### src/rtl/ahb_bus_arbiter_if.sv
// Arbitration signals shared between the AHB masters and the bus arbiter.
// The slave modport is the arbiter's view; the master modport is the requesters' side.
interface ahb_bus_arbiter_if #(
  parameter int NUM_MASTERS = 4,
  parameter int MASTER_W    = 2
);
  logic [NUM_MASTERS-1:0] HBUSREQ;
  logic [NUM_MASTERS-1:0] HLOCK;
  logic [1:0]             HTRANS;
  logic [2:0]             HBURST;
  logic                   HREADY;
  logic [NUM_MASTERS-1:0] HGRANT;
  logic [MASTER_W-1:0]    HMASTER;
  logic                   HMASTLOCK;

  modport master (
    output HBUSREQ, HLOCK, HTRANS, HBURST, HREADY,
    input  HGRANT, HMASTER, HMASTLOCK
  );

  modport slave (
    input  HBUSREQ, HLOCK, HTRANS, HBURST, HREADY,
    output HGRANT, HMASTER, HMASTLOCK
  );
endinterface

### src/rtl/ahb_bus_arbiter.sv
// Round-robin AHB arbiter: never splits a fixed-length burst, holds the grant for a
// locked owner, and hands the address phase over one accepted cycle after HGRANT moves.
module ahb_bus_arbiter #(
  parameter int NUM_MASTERS    = 4,
  parameter int MASTER_W       = 2,
  parameter int DEFAULT_MASTER = 0
) (
  input  logic HCLK,
  input  logic HRESET,
  ahb_bus_arbiter_if.slave bus
);

  typedef enum logic [1:0] {ARB, BURST, BURST_U} state_e;

  localparam logic [1:0] HT_IDLE   = 2'b00;
  localparam logic [1:0] HT_NONSEQ = 2'b10;
  localparam logic [1:0] HT_SEQ    = 2'b11;
  localparam logic [2:0] HB_SINGLE = 3'b000;
  localparam logic [2:0] HB_INCR   = 3'b001;

  state_e                 state_q;
  logic [4:0]             beat_cnt_q;
  logic [4:0]             burst_len_q;
  logic [NUM_MASTERS-1:0] grant_q;
  logic [MASTER_W-1:0]    owner_q;
  logic [MASTER_W-1:0]    hmaster_q;
  logic                   hmastlock_q;
  logic [MASTER_W-1:0]    owner_d;
  logic                   do_rearb;

  function automatic logic [4:0] burst_len(input logic [2:0] hburst);
    case (hburst[2:1])
      2'b01:   return 5'd4;
      2'b10:   return 5'd8;
      2'b11:   return 5'd16;
      default: return 5'd1;
    endcase
  endfunction

  function automatic logic [MASTER_W-1:0] wrap_idx(input logic [MASTER_W-1:0] base,
                                                   input int offs);
    int sum;
    sum = int'(base) + offs;
    if (sum >= NUM_MASTERS) sum = sum - NUM_MASTERS;
    return MASTER_W'(sum);
  endfunction

  // Scan from lowest to highest priority so the nearest requester after the owner wins.
  always_comb begin
    owner_d = MASTER_W'(DEFAULT_MASTER);
    if (bus.HLOCK[owner_q] && bus.HBUSREQ[owner_q]) begin
      owner_d = owner_q;
    end else begin
      for (int i = NUM_MASTERS; i >= 1; i--) begin
        if (bus.HBUSREQ[wrap_idx(owner_q, i)]) owner_d = wrap_idx(owner_q, i);
      end
    end
  end

  always_comb begin
    // NOTE: assign a default before the case so every path drives do_rearb and no latch is inferred.
    do_rearb = 1'b0;
    case (state_q)
      ARB:     do_rearb = !(bus.HTRANS == HT_NONSEQ && bus.HBURST != HB_SINGLE);
      BURST:   do_rearb = (bus.HTRANS == HT_SEQ && beat_cnt_q == burst_len_q - 5'd1) ||
                          bus.HTRANS == HT_IDLE || bus.HTRANS == HT_NONSEQ;
      BURST_U: do_rearb = bus.HTRANS == HT_IDLE || bus.HTRANS == HT_NONSEQ;
      default: do_rearb = 1'b1;
    endcase
  end

  // NOTE: sequential state uses non-blocking assignments so every register samples pre-edge values.
  always_ff @(posedge HCLK) begin
    if (HRESET) begin
      state_q     <= ARB;
      beat_cnt_q  <= '0;
      burst_len_q <= 5'd1;
      owner_q     <= MASTER_W'(DEFAULT_MASTER);
      grant_q     <= NUM_MASTERS'(1) << DEFAULT_MASTER;
      hmaster_q   <= MASTER_W'(DEFAULT_MASTER);
      hmastlock_q <= 1'b0;
    end else if (bus.HREADY) begin
      hmaster_q   <= owner_q;
      hmastlock_q <= bus.HLOCK[owner_q];
      if (do_rearb) begin
        owner_q <= owner_d;
        grant_q <= NUM_MASTERS'(1) << owner_d;
      end
      case (state_q)
        ARB: begin
          if (bus.HTRANS == HT_NONSEQ && bus.HBURST == HB_INCR) begin
            state_q <= BURST_U;
          end else if (bus.HTRANS == HT_NONSEQ && bus.HBURST != HB_SINGLE) begin
            state_q     <= BURST;
            beat_cnt_q  <= 5'd1;
            burst_len_q <= burst_len(bus.HBURST);
          end
        end
        BURST: begin
          if (do_rearb) begin
            state_q    <= ARB;
            beat_cnt_q <= '0;
          end else if (bus.HTRANS == HT_SEQ) begin
            beat_cnt_q <= beat_cnt_q + 5'd1;
          end
        end
        BURST_U: if (do_rearb) state_q <= ARB;
        default: begin
          state_q    <= ARB;
          beat_cnt_q <= '0;
        end
      endcase
    end
  end

  assign bus.HGRANT    = grant_q;
  assign bus.HMASTER   = hmaster_q;
  assign bus.HMASTLOCK = hmastlock_q;

endmodule
### src/flat_wrapper.sv
// flat-port wrapper written by rule: the top's interface ports become plain ports
module ahb_bus_arbiter_flat 
#(
  parameter int NUM_MASTERS    = 4,
  parameter int MASTER_W       = 2,
  parameter int DEFAULT_MASTER = 0
)
  (HCLK, HRESET, bus_HBUSREQ, bus_HLOCK, bus_HTRANS, bus_HBURST, bus_HREADY, bus_HGRANT, bus_HMASTER, bus_HMASTLOCK);
  ahb_bus_arbiter_if #(.NUM_MASTERS(NUM_MASTERS), .MASTER_W(MASTER_W)) bus_i ();
  input  logic HCLK;
  input  logic HRESET;
  input wire logic [$bits(bus_i.HBUSREQ)-1:0] bus_HBUSREQ;
  input wire logic [$bits(bus_i.HLOCK)-1:0] bus_HLOCK;
  input wire logic [$bits(bus_i.HTRANS)-1:0] bus_HTRANS;
  input wire logic [$bits(bus_i.HBURST)-1:0] bus_HBURST;
  input wire logic [$bits(bus_i.HREADY)-1:0] bus_HREADY;
  output wire logic [$bits(bus_i.HGRANT)-1:0] bus_HGRANT;
  output wire logic [$bits(bus_i.HMASTER)-1:0] bus_HMASTER;
  output wire logic [$bits(bus_i.HMASTLOCK)-1:0] bus_HMASTLOCK;
  assign bus_i.HBUSREQ = bus_HBUSREQ;
  assign bus_i.HLOCK = bus_HLOCK;
  assign bus_i.HTRANS = bus_HTRANS;
  assign bus_i.HBURST = bus_HBURST;
  assign bus_i.HREADY = bus_HREADY;
  assign bus_HGRANT = bus_i.HGRANT;
  assign bus_HMASTER = bus_i.HMASTER;
  assign bus_HMASTLOCK = bus_i.HMASTLOCK;
  ahb_bus_arbiter #(.NUM_MASTERS(NUM_MASTERS), .MASTER_W(MASTER_W), .DEFAULT_MASTER(DEFAULT_MASTER)) u_core (.HCLK(HCLK), .HRESET(HRESET), .bus(bus_i));
endmodule
### config.mk
export PLATFORM = sky130hd
export DESIGN_NAME = ahb_bus_arbiter_flat
export DESIGN_NICKNAME = d
export VERILOG_FILES = /design/src/rtl/ahb_bus_arbiter_if.sv /design/src/rtl/ahb_bus_arbiter.sv /design/src/flat_wrapper.sv
export SDC_FILE = /design/constraint.sdc
export NUM_CORES = 1
export LEC_CHECK = 0
export ABC_AREA = 0
export CELL_PAD_IN_SITES_DETAIL_PLACEMENT = 2
export CELL_PAD_IN_SITES_GLOBAL_PLACEMENT = 2
export CORE_ASPECT_RATIO = 1.25
export CORE_MARGIN = 1
export CORE_UTILIZATION = 32
export DETAILED_ROUTE_END_ITERATION = 8
export PLACE_DENSITY_LB_ADDON = 0.1
export SKIP_CTS_REPAIR_TIMING = 1
export SYNTH_ARGS = -nofsm -noshare
export SYNTH_HDL_FRONTEND = slang
export SYNTH_SLANG_ARGS = --single-unit
### constraint.sdc
create_clock -name HCLK -period 4.4 [get_ports HCLK]
set_input_delay 0.88 -clock HCLK [delete_from_list [all_inputs] [get_ports HCLK]]
set_output_delay 0.88 -clock HCLK [all_outputs]
set_load 0.01 [all_outputs]
==> results.toml, run 1 <==
[timing]
fin_ws_ps = 1820
worst_pin_slew_ps = 789
hold_violations = 0
slew_violations = 0
clock.fmax_ghz = 0.387
tns_ps = 0
holdWs_ps = 457
fin_crit_sh_pct = 58.7
fin_skew_ps = 5.23
final-setup-viol-count = 0
slew_headroom_pct = 47.3
period_minus_slack_ps = 2580
rsz0062_at_grt = "no"

[cts]
clock-sinks = 20
clock_latency_ps = 260
cts_tree = "yes"
cts-root-buf = "clkbuf_8"
cts.htree.levels = 1
numCtsBuffers = 3
clkTransAtPathRegs_ps = 80
clk_path_buf_depth = 2

[critical_path]
reg2reg_from = "u_core.burst_len_q[0]"
critPathKind = "in2reg"
worstSetupStartpoint = "bus_HBURST[1]"
rr_endpoint = "u_core.bus.HGRANT[1]"
start_kind = "input port"
critPathMaxFanout = 10
endpoint_kind = "register"
rrSetupSlack_ps = 2210
cp.required_ps = 4580
ff2ff_path_depth = 8
critical_path.endpoint = "u_core.bus.HGRANT[1]"
crit_arrival_ps = 2760

[placement]
place_ws_ps = 1560
gp_congestion = 0.708
dpl_cell_area_sq_mm = 0.00152
dpl.hpwl_um = 2720
io_buffers = 22

[power]
ir_drop_uv = 121
p_per_area_mw_per_mm2 = 279
leakage_nw = 0.579

[detailed_routing]
drc_errors = 0
routed_wl_um = 3450
vias = 1191
via_per_inst = 5.16
dr.max_layer_used = "met4"
route.met2.wl_um = 1950
drt_iter0_drc = 9
wirelength_met1_um = 1370
antenna_left = 0
drt-wirelength-per-cell_um = 14.9
drtPass1Iterations = 2
wl_met3_um = 85

[grt]
antenna_found_initial = 0
grt_overflow = 0
grt_first_pass_wirelength_um = 5890
grt_max_degree = 22
grt_pass1_vias = 1341
grtUsageTotal_pct = 18.1

[floorplan]
dieArea_sq_mm = 0.00425
initial_utilization_pct = 33.5
dieHeight_um = 72.7
ioPinCount = 23
core_sq_mm = 0.00382
num_rows = 25
die_w_um = 58.5

[cells_and_area]
multi_input_area_sq_um = 806
nets = 200
register_area_sq_um = 400
final_layout_size_suffix_gt1_share_pct = 4.52
post-route-cell-area_sq_mm = 0.00158
area_delta_synth_final_pct = 23.2
fill_cells = 480
insertedDiodeCount = 0

[logic_synthesis]
ys_ff_latch = 20
synth_area_per_cell_sq_um = 8.04
synthCells = 159
synth_top_area_cell = "dfxtp_1"
yosysWarnings = 0
synthesis.nets = 181
synth.area.top_cells = "dfxtp_1, nand2_1, a21oi_1"
synth_top_area_share_pct = 31.3
synth_area_sq_mm = 0.00128
ys_types = 37
yosysSeqAreaShare_pct = 31.3

[status]
status = "finished clean"

[worst_hold_path]
min_from = "u_core.bus.HGRANT[3]"
min_path_type = "reg2reg"

[run]
drv_cap = 0
cells by family after synthesis:
family | count (synthesis) | synth area share (%)
AOI/OAI and AO/OA | 37 | 18.5
buffers and inverters | 15 | 5.68
muxes | 9 | 9.30
and+or+nand+nor | 67 | 25.9
adders and majority gates | 6 | 5.87
DFF | 20 | 31.3
xor gates and xnor gates | 5 | 3.43
cells in the mapped netlist:
cell / n
dfxtp_1: 20
a21oi_1: 15
a31oi_1: 3
buf_6: 2
nand4_1: 3
mux4_2: 1
nor3b_1: 1
inv_1: 7
o21a_1: 2
a31o_2: 1
a2bb2oi_1: 1
nor4_1: 1
xor2_1: 2
buf_2: 1
nand2_1: 22
or3b_1: 2
o21ai_0: 3
a211oi_2: 1
xnor2_1: 3
a22oi_1: 1
o21bai_1: 3
o31ai_1: 3
and2_1: 2
nand3b_1: 4
nand2b_1: 5
nor3_2: 1
clkbuf_1: 5
nor2b_1: 1
o221ai_1: 1
mux2i_1: 7
nor2_1: 13
mux4_1: 1
o22ai_1: 1
a21o_1: 2
ha_1: 6
nor3_1: 7
nand3_1: 5
worst max-delay path: stages:
cell and delay, ps:
clkdlybuf4s50_1 500, nor3_1 240, o21a_1 200, o31ai_1 100, a21o_1 290, or3b_1 410
a21oi_1 140
registers in the layout, summed over array words and instances, names as in the netlist:
| signal | count |
|---|---|
| u_core.bus.HMASTER | 2 |
| u_core.bus.HMASTLOCK | 1 |
| u_core.owner_q | 2 |
| u_core.beat_cnt_q | 5 |
| u_core.state_q | 2 |
| u_core.bus.HGRANT | 4 |
| u_core.burst_len_q | 4 |
worst min-delay path by stage:
stage / slack (ps) / cells after the start / endpoint
4_1_cts: 470 / 2 / u_core.bus.HGRANT[3]
3_3_place_gp: 440 / 2 / u_core.bus.HGRANT[1]
2_1_floorplan: 440 / 2 / u_core.burst_len_q[4]
3_5_place_dp: 450 / 2 / u_core.bus.HGRANT[3]
6_report: 460 / 2 / u_core.bus.HGRANT[3]
5_1_grt: 490 / 2 / u_core.bus.HGRANT[1]
where the power goes:
| part | leakage [nW] | switching [mW] | internal [mW] |
|---|---|---|---|
| Sequential | 0.163 | 0.0106 | 0.190 |
| Combinational | 0.387 | 0.0475 | 0.0495 |
| Clock | 0.0288 | 0.0632 | 0.0797 |
| Total | 0.579 | 0.121 | 0.319 |
final cells by class:
cell class,count,share of cell area [%]
Clock buffer,4,3.49
Sequential cell,20,25.4
Tap cell,54,4.29
Inverter,7,1.67
Multi-Input combinational cell,124,51.2
Timing Repair Buffer,22,14.0
stage by stage:
| step | total power, mW | std cells | util (%) |
|---|---|---|---|
| floorplan | 0.265 | 159 | - |
| global placement | 0.299 | 227 | 39.8 |
| detailed placement | 0.303 | 227 | 39.8 |
| CTS | 0.447 | 231 | 41.3 |
| global route | 0.467 | 231 | 41.3 |
| finish | 0.440 | 231 | 41.3 |
placed cells by master, fill, tap and decap left out, drive strengths merged, types with 6 or more instances in the layout:
| cell | netlist | routed |
|---|---|---|
| nand2 | 22 | 22 |
| dfxtp | 20 | 20 |
| nor3 | 8 | 8 |
| a21oi | 15 | 15 |
| inv | 7 | 7 |
| ha | 6 | 6 |
| nor2 | 13 | 13 |
| mux2i | 7 | 7 |
| clkdlybuf4s50 | 0 | 22 |
routing by layer:
layer / GRT usage (%) / vias up
met4: 5.56 / 0
met5: 0 / -
met2: 35.9 / 17
met3: 2.48 / 5
li1: - / 596
met1: 19.1 / 573
Note: power is estimated with default switching activity, not from simulation.
==> inputs of run 2 (changes only) <==
CORE_UTILIZATION = 27   (was 32)
clock period = 2.12 ns   (was 4.4 ns; I/O delays follow)
==> run 2 against run 1 <==
Compared with the run above:
- hold slack got worse by 4.4 ps
- highest routed layer unchanged
- clock skew about the same
- critical endpoint unchanged
- largest power group unchanged
- die area grew 18%
==> results.toml, run 2 (synthesis gave the netlist of run 1 again) <==
[critical_path]
reg2reg_from = "u_core.burst_len_q[0]"
rr_endpoint = "u_core.beat_cnt_q[0]"
crit_arrival_ps = 2250
endpoint_kind = "register"
rrSetupSlack_ps = 110
worstSetupStartpoint = "bus_HLOCK[0]"
cpPeakStageDelay_ps = 540
path_delay_family = "multiplexers"
start_kind = "input port"
path_buf_inv = 1
critPathMaxFanout = 4
ff2ff_path_depth = 10
critPathKind = "in2reg"
cp.depth = 6
cp.required_ps = 2320
path_cells = "clkdlybuf4s50_1, mux4_2, a22oi_1, nor2_1, or3b_1, a21oi_1"
critical_path.endpoint = "u_core.bus.HGRANT[1]"
crit_slowest_cell = "mux4_2"

[worst_hold_path]
min_path_type = "reg2reg"
hold_depth = 2

[timing]
clock.fmax_ghz = 0.490
hold_violations = 0
slew_violations = 0
fin_crit_sh_pct = 96.3
worst_pin_slew_ps = 441
slew_headroom_pct = 70.5
fin_ws_ps = 79.0
rsz0062_at_grt = "no"
final-setup-viol-count = 0
period_minus_slack_ps = 2040
fin_skew_ps = 4.97

[power]
leakage_nw = 0.718
pwr-share-seq_pct = 38.5
internal_power_uw = 795
comb_power_share_pct = 25.0
finalPower_mw = 1.08
power.switching_uw = 280
clkPwrFrac_pct = 36.5
p_sw_share_pct = 26.1
p_per_area_mw_per_mm2 = 587
ir_drop_uv = 229

[status]
status = "finished clean"

[grt]
grt_overflow = 0
grt_max_degree = 22
grtUsageTotal_pct = 17.3
grt_first_pass_wirelength_um = 6690
antenna_found_initial = 0
grt_pass1_vias = 1414

[detailed_routing]
drtPass1Iterations = 2
drt_iter0_drc = 44
drc_errors = 0
routed_wl_um = 4090
via_per_inst = 5.05
drt-wirelength-per-cell_um = 15.6
antenna_left = 0
vias = 1324

[cts]
clock_latency_ps = 270
numCtsBuffers = 3
clk_path_buf_depth = 2
clock-sinks = 20
cts-root-buf = "clkbuf_8"
cts.htree.levels = 1
clkTransAtPathRegs_ps = 80
cts_tree = "yes"

[run]
drv_cap = 0

[cells_and_area]
largest_reg_flops = 5
final_common_cell = "buf_4"
final_layout_size_suffix_gt1_share_pct = 19.6
area_delta_synth_final_pct = 43.2
nets = 227
insertedDiodeCount = 0
fill_cells = 544
final_cell_mix = "buf_4, nand2_1, clkdlybuf4s50_1"
regMostFlops = "u_core.beat_cnt_q"

[floorplan]
die_w_um = 63.6
dieHeight_um = 78.9
core_sq_mm = 0.00446
initial_utilization_pct = 28.7
num_rows = 27
dieArea_sq_mm = 0.00502
ioPinCount = 23

[placement]
place_ws_ps = -209
io_buffers = 22
dpl.hpwl_um = 3130
gp_congestion = 0.732
## run 2: area by class of cell
| type | instances | area (sq um) | share of cell area, % |
|---|---|---|---|
| multi-input cells | 124 | 823 | 45.0 |
| repair buffers | 49 | 435 | 23.8 |
| flip-flops and latches | 20 | 402 | 21.9 |
| well taps | 58 | 72.6 | 3.96 |
| clock buffers | 3 | 41.3 | 2.26 |
| clock inverters | 1 | 30.0 | 1.64 |
| inverters | 7 | 26.3 | 1.44 |
## run 2: power by group through the flow
stage	Combinational, mW	Sequential (mW)	Clock [mW]
after floorplan	0.133	0.417	0
after global placement	0.247	0.421	0
after detailed placement	0.260	0.423	0
after CTS	0.264	0.414	0.404
after global routing	0.293	0.417	0.420
final	0.269	0.414	0.393
## run 2: worst reg2reg max path, delay by kind of cell (launching register included)
kind	cells	cell delay, ps
AO/OA/AOI/OAI	3	480
XOR/XNOR	1	140
adder cells (fa/ha/maj)	1	300
buffers and inverters	3	380
flip-flops	1	330
AND/OR/NAND/NOR	2	320
## run 2: metrics by stage
step / cell area [sq um] / cells / hold WS [ps] / utilization (%) / TNS (ps)
after floorplan: 1280 / 159 / 443 / - / 0
after global placement: 1730 / 256 / 439 / 38.7 / -226
after detailed placement: 1730 / 256 / 446 / 38.7 / -1030
after CTS: 1800 / 260 / 458 / 40.3 / 0
after global routing: 1830 / 262 / 489 / 41.0 / 0
final: 1830 / 262 / 453 / 41.0 / 0
## run 2: how the worst min path moves through the flow
stage	start	end	slack (ps)
after floorplan	u_core.burst_len_q[4]	u_core.burst_len_q[4]	440
after global placement	u_core.bus.HGRANT[3]	u_core.bus.HGRANT[3]	440
after detailed placement	u_core.bus.HGRANT[2]	u_core.bus.HGRANT[2]	450
after CTS	u_core.bus.HGRANT[2]	u_core.bus.HGRANT[2]	460
after global routing	u_core.bus.HGRANT[1]	u_core.bus.HGRANT[1]	490
final	u_core.bus.HGRANT[2]	u_core.bus.HGRANT[2]	450
## run 2: metal layers
metal  routed length [um]  share of wire, %  global-route usage [%]
met1                 1540                38                    16.6
met2                 2390                58                    35.5
met3                   95               2.3                    2.30
met4                   67               1.6                    7.50
met5                    0                 0                       0
==> inputs of run 3 (changes only) <==
CAP_MARGIN = 40   (was unset)
==> results of run 3 <==
No change in the layout: final DEF, timing and power equal those of run 2.
==> RTL edit 1 (settings of run 2) <==
`NUM_MASTERS` is set to 4 in 3 places; all go to 8.
--- a/src/rtl/ahb_bus_arbiter_if.sv
+++ b/src/rtl/ahb_bus_arbiter_if.sv
@@ -3,3 +3,3 @@
 interface ahb_bus_arbiter_if #(
-  parameter int NUM_MASTERS = 4,
+  parameter int NUM_MASTERS = 8,
   parameter int MASTER_W    = 2
--- a/src/rtl/ahb_bus_arbiter.sv
+++ b/src/rtl/ahb_bus_arbiter.sv
@@ -3,3 +3,3 @@
 module ahb_bus_arbiter #(
-  parameter int NUM_MASTERS    = 4,
+  parameter int NUM_MASTERS    = 8,
   parameter int MASTER_W       = 2,
--- a/src/flat_wrapper.sv
+++ b/src/flat_wrapper.sv
@@ -3,3 +3,3 @@
 #(
-  parameter int NUM_MASTERS    = 4,
+  parameter int NUM_MASTERS    = 8,
   parameter int MASTER_W       = 2,
Ports: changed (resized bus_HBUSREQ, bus_HGRANT and bus_HLOCK); port bits go from 23 to 35. No check against the original RTL was run, so the function may have changed too.
==> RTL edit 1 against run 2 <==
- the flow now finishes with violations (setup timing)
- maximum frequency fell by 5.8%
- die area rose by 4.0%
- setup slack got worse by 130 ps
- power rose by 5.5%
- wire length rose by 2.5%
- register-to-register slack got worse by 160 ps
- design area rose by 9.1%
- clock skew rose by 4.0 ps
- area after synthesis rose by 4.1%
- sequential power fell by 1%
- sequential cell count did not move
- via count rose by 3.4%
- critical endpoint is now u_core.burst_len_q[3]
==> RTL edit 1: results (changes against run 2) <==
| Metric | Value |
|---|---|
| Vias in the first global route | 1463 (was 1414) |
| P_int | 826 uW (was 795 uW) |
| Xor-xnor portion of the synthesized cell area | 3.29% (was 3.42%) |
| Switching Fraction | 27.2% (was 26.1%) |
| Max FO, Critical Path | 5 (was 4) |
| Setup Viol. Count Final | 1 (was 0) |
| All-Layer GR Usage | 16.0% (was 17.3%) |
| Routed wl met2 | 2.38 mm (was 2.39 mm) |
| Failing checks | setup timing |
| Metal-1 WL | 1.70 mm (was 1.54 mm) |
| Hold slack | 461 ps (was 453 ps) |
| CP max stage cell | o41ai_4 (was mux4_2) |
| Status | finished with violations (was finished, final reports clean) |
| Largest delay share family, worst path | compound AO/OA/AOI/OAI gates (was multiplexers) |
| M3 GR Usage | 1.70% (was 2.30%) |
| Routed met3 length | 72 microns (was 95 microns) |
| Worst path max stage delay | 360 ps (was 540 ps) |
| Post-synthesis mux area share | 8.74% (was 9.30%) |
| Gpl congestion | 0.807 (was 0.732) |
| Worst path arrival time | 2330 ps (was 2250 ps) |
| Dpl hpwl | 3.19 mm (was 3.13 mm) |
| Share of cells above drive strength 1 | 27.3% (was 19.6%) |
| Final setup margin | -46.9 ps (was 79.0 ps) |
| Met2 usage | 33.2% (was 35.5%) |
| Logic pwr share | 29.4% (was 25.0%) |
| Synth top area cells | dfxtp_1, ha_1, nand2_1 (was dfxtp_1, nand2_1, a21oi_1) |
| Unique masters post-synth | 41 (was 37) |
| R2R Path End | u_core.burst_len_q[3] (was u_core.beat_cnt_q[0]) |
| Power share of the sequential group | 36.0% (was 38.5%) |
==> RTL edit 1: cell types whose count changed in the layout (fill, tap and decap cells not counted), sizes merged, moves of 4 or more <==
| cell | change |
|---|---|
| buf | +8 |
| clkdlybuf4s50 | -6 |
| dlymetal6s2s | +6 |
| inv | +5 |
| conb | +4 |
| nand3 | -4 |
| nor3 | -4 |
| o21ai | +4 |
==> RTL edit 1: through the flow <==
stage	setup WS, ps	utilization, %	cell area [sq um]
final	-46.9	42.2	2000
after floorplan	32.9	-	1340
after CTS	-190	39.1	1850
after global placement	-322	37.6	1780
after detailed placement	-416	37.6	1780
after global routing	-149	42.2	2000
==> RTL edit 1: worst min-delay path, cell delays in order (launching register included) <==
cell and delay (ps):
dfxtp_1 320, nand2_1 50, a21oi_1 50
==> RTL edit 1: final cells by class <==
type                    count  area, sq um
clock inverters             1         30.0
fillers                   550         2730
clock buffers               3         41.3
multi-input cells         127          897
well taps                  60         75.1
inverters                  12         45.0
flip-flops and latches     20          403
repair buffers             57          505
==> RTL edit 2 (config.mk and constraints of run 2) <==
Without the edit above. Make the reset (`HRESET`) asynchronous in one clocked block.
--- a/src/rtl/ahb_bus_arbiter.sv
+++ b/src/rtl/ahb_bus_arbiter.sv
@@ -72,3 +72,3 @@
   // NOTE: sequential state uses non-blocking assignments so every register samples pre-edge values.
-  always_ff @(posedge HCLK) begin
+  always_ff @(posedge HCLK or posedge HRESET) begin
     if (HRESET) begin
Function: differs if HRESET is asserted again (counterexample within 4 cycles, from zero or initial values and one cycle with HRESET high); with HRESET held inactive, the same outputs for 4 cycles.
==> RTL edit 2 against run 2 <==
- the flow now finishes with violations (setup timing)
- maximum frequency down 14%
- clock skew about the same
- area after synthesis up 6.7%
- cell count down 1.9%
- setup slack worse by 330 ps
- wire length up 6.0%
- sequential cell count unchanged
- design area up 8.8%
- sequential share of layout area up 3.3 points
- highest routed layer unchanged
Power is not compared: it rests on default switching activity, and its combinational part moved more than twofold at a synthesized area within 25%.
==> RTL edit 2: results (changes against run 2) <==
| Metric | Value |
|---|---|
| Critical Path Source | u_core.burst_len_q[0] (was bus_HLOCK[0]) |
| Final setup margin | -252 ps (was 79.0 ps) |
| Routed wl met2 | 2.66 mm (was 2.39 mm) |
| Clock group share of total power | 11.2% |
| Metal-1 WL | 1.54 mm (about the same) |
| Detailed Routing Iterations Pass 1 | 4 (was 2) |
| Routed met3 length | 64 microns (was 95 microns) |
| Total Neg Setup Slack | -2140 ps (was 0 ps) |
| Placed Area | 1850 sq um (was 1730 sq um) |
| Worst Setup EP | u_core.beat_cnt_q[4] (was u_core.bus.HGRANT[1]) |
| Invs w/o clock | 15 (was 7) |
| Fraction of area in multi-input gates | 43.0% (was 45.0%) |
| Largest net degree at the start of global routing | 21 (was 22) |
| Gpl congestion | 0.812 (was 0.732) |
| Share of cells above drive strength 1 | 31.5% (was 19.6%) |
| Failing checks | setup timing |
| Detailed Route WL | 4.34 mm (was 4.09 mm) |
| Synthesized net count | 167 (was 181) |
| Clock network area share | 2.07% (was 3.90%) |
| Signal buffers share of area | 23.1% (was 23.8%) |
| Clk_lat worst skew | 250 ps (was 270 ps) |
| Starting DRT DRC Count | 27 (was 44) |
| # diodes | 0 (unchanged) |
| All-Layer GR Usage | 17.4% (was 17.3%) |
| Mapped Avg Cell Area | 9.41 sq um (was 8.04 sq um) |
| Setup Viol. Count Final | 12 (was 0) |
| Fraction of registers with async set/reset | 100% (was 0%) |
| Hold slack | 483 ps (was 453 ps) |
| Register Area | 503 sq um (was 402 sq um) |
| Max FO, Critical Path | 5 (was 4) |
| Non-clock buffers | 52 (was 49) |
| Synth top cells by count | dfrtp_1, inv_1, nand2_1 (was nand2_1, dfxtp_1, a21oi_1) |
| First-pass GRT wire length | 6.95 mm (was 6.69 mm) |
| Period utilisation layout | 112% (was 96.3%) |
| Multi-input gate area | 856 sq um (was 823 sq um) |
| Slew @ Worst Pin | 393 ps (was 441 ps) |
| Clk slew on worst S/H paths | 70 ps |
| Power per cell area | 1090 nW/um^2 |
| Hold Path Sink | u_core.bus.HGRANT[0] (was u_core.bus.HGRANT[2]) |
| Worst path arrival time | 2510 ps (was 2250 ps) |
| Pre-CTS WS | -294 ps (was -209 ps) |
| R2R cell count | 6 (was 10) |
| Dpl hpwl | 3.49 mm (was 3.13 mm) |
| Routed len/inst | 16.9 microns (was 15.6 microns) |
| Vias in the first global route | 1489 (was 1414) |
| Multi-input gates | 107 (was 124) |
| Placed insts | 251 (was 256) |
| Min-delay src | u_core.bus.HGRANT[0] (was u_core.bus.HGRANT[2]) |
| Setup skew after layout | 4.71 ps (was 4.97 ps) |
| Seq/Total Area, Yosys | 36.9% (was 31.3%) |
| Synth top area cells | dfrtp_1, ha_1, mux2_2 (was dfxtp_1, nand2_1, a21oi_1) |
| Final net count | 221 (was 227) |
| Max reg flops | 5 (unchanged) |
| Via count | 1298 (was 1324) |
| Status | finished with violations (was finished, final reports clean) |
| Unique masters post-synth | 45 (was 37) |
| # fillers | 528 (was 544) |
-- RTL edit 2: changes by cell type in the layout (fill, tap and decap cells not counted), moves of 6 or more --
cell     change
a21oi_1      -8
dfrtp_1     +18
dfxtp_1     -19
inv_1        +7
mux2_2       +6
nand2_1     -13
nor2_1       -9
-- RTL edit 2: worst max-delay path, stage by stage (launching register included) --
cell and delay [ps]:
dfstp_2 560, or3b_1 360, a2111o_1 430, o211ai_1 300, a21boi_2 160, and3_1 200
a221o_1 250
-- RTL edit 2: cells by family (layout without fill, tap and decap cells) --
family	Yosys count	in the layout	share of synthesized area, %
AOI/OAI and AO/OA	36	36	18.5
xor gates and xnor gates	4	4	3.67
adders and majority gates	6	6	5.50
buffers and inverters	18	70	4.95
DFF	20	20	36.9
muxes	10	10	8.81
and+or+nand+nor	51	51	21.7
-- RTL edit 2: metal layers --
metal	global-route usage, %	up-vias
met1	16.6	654
met5	0	-
met3	1.67	4
met2	37.3	12
li1	-	628
met4	5.43	0
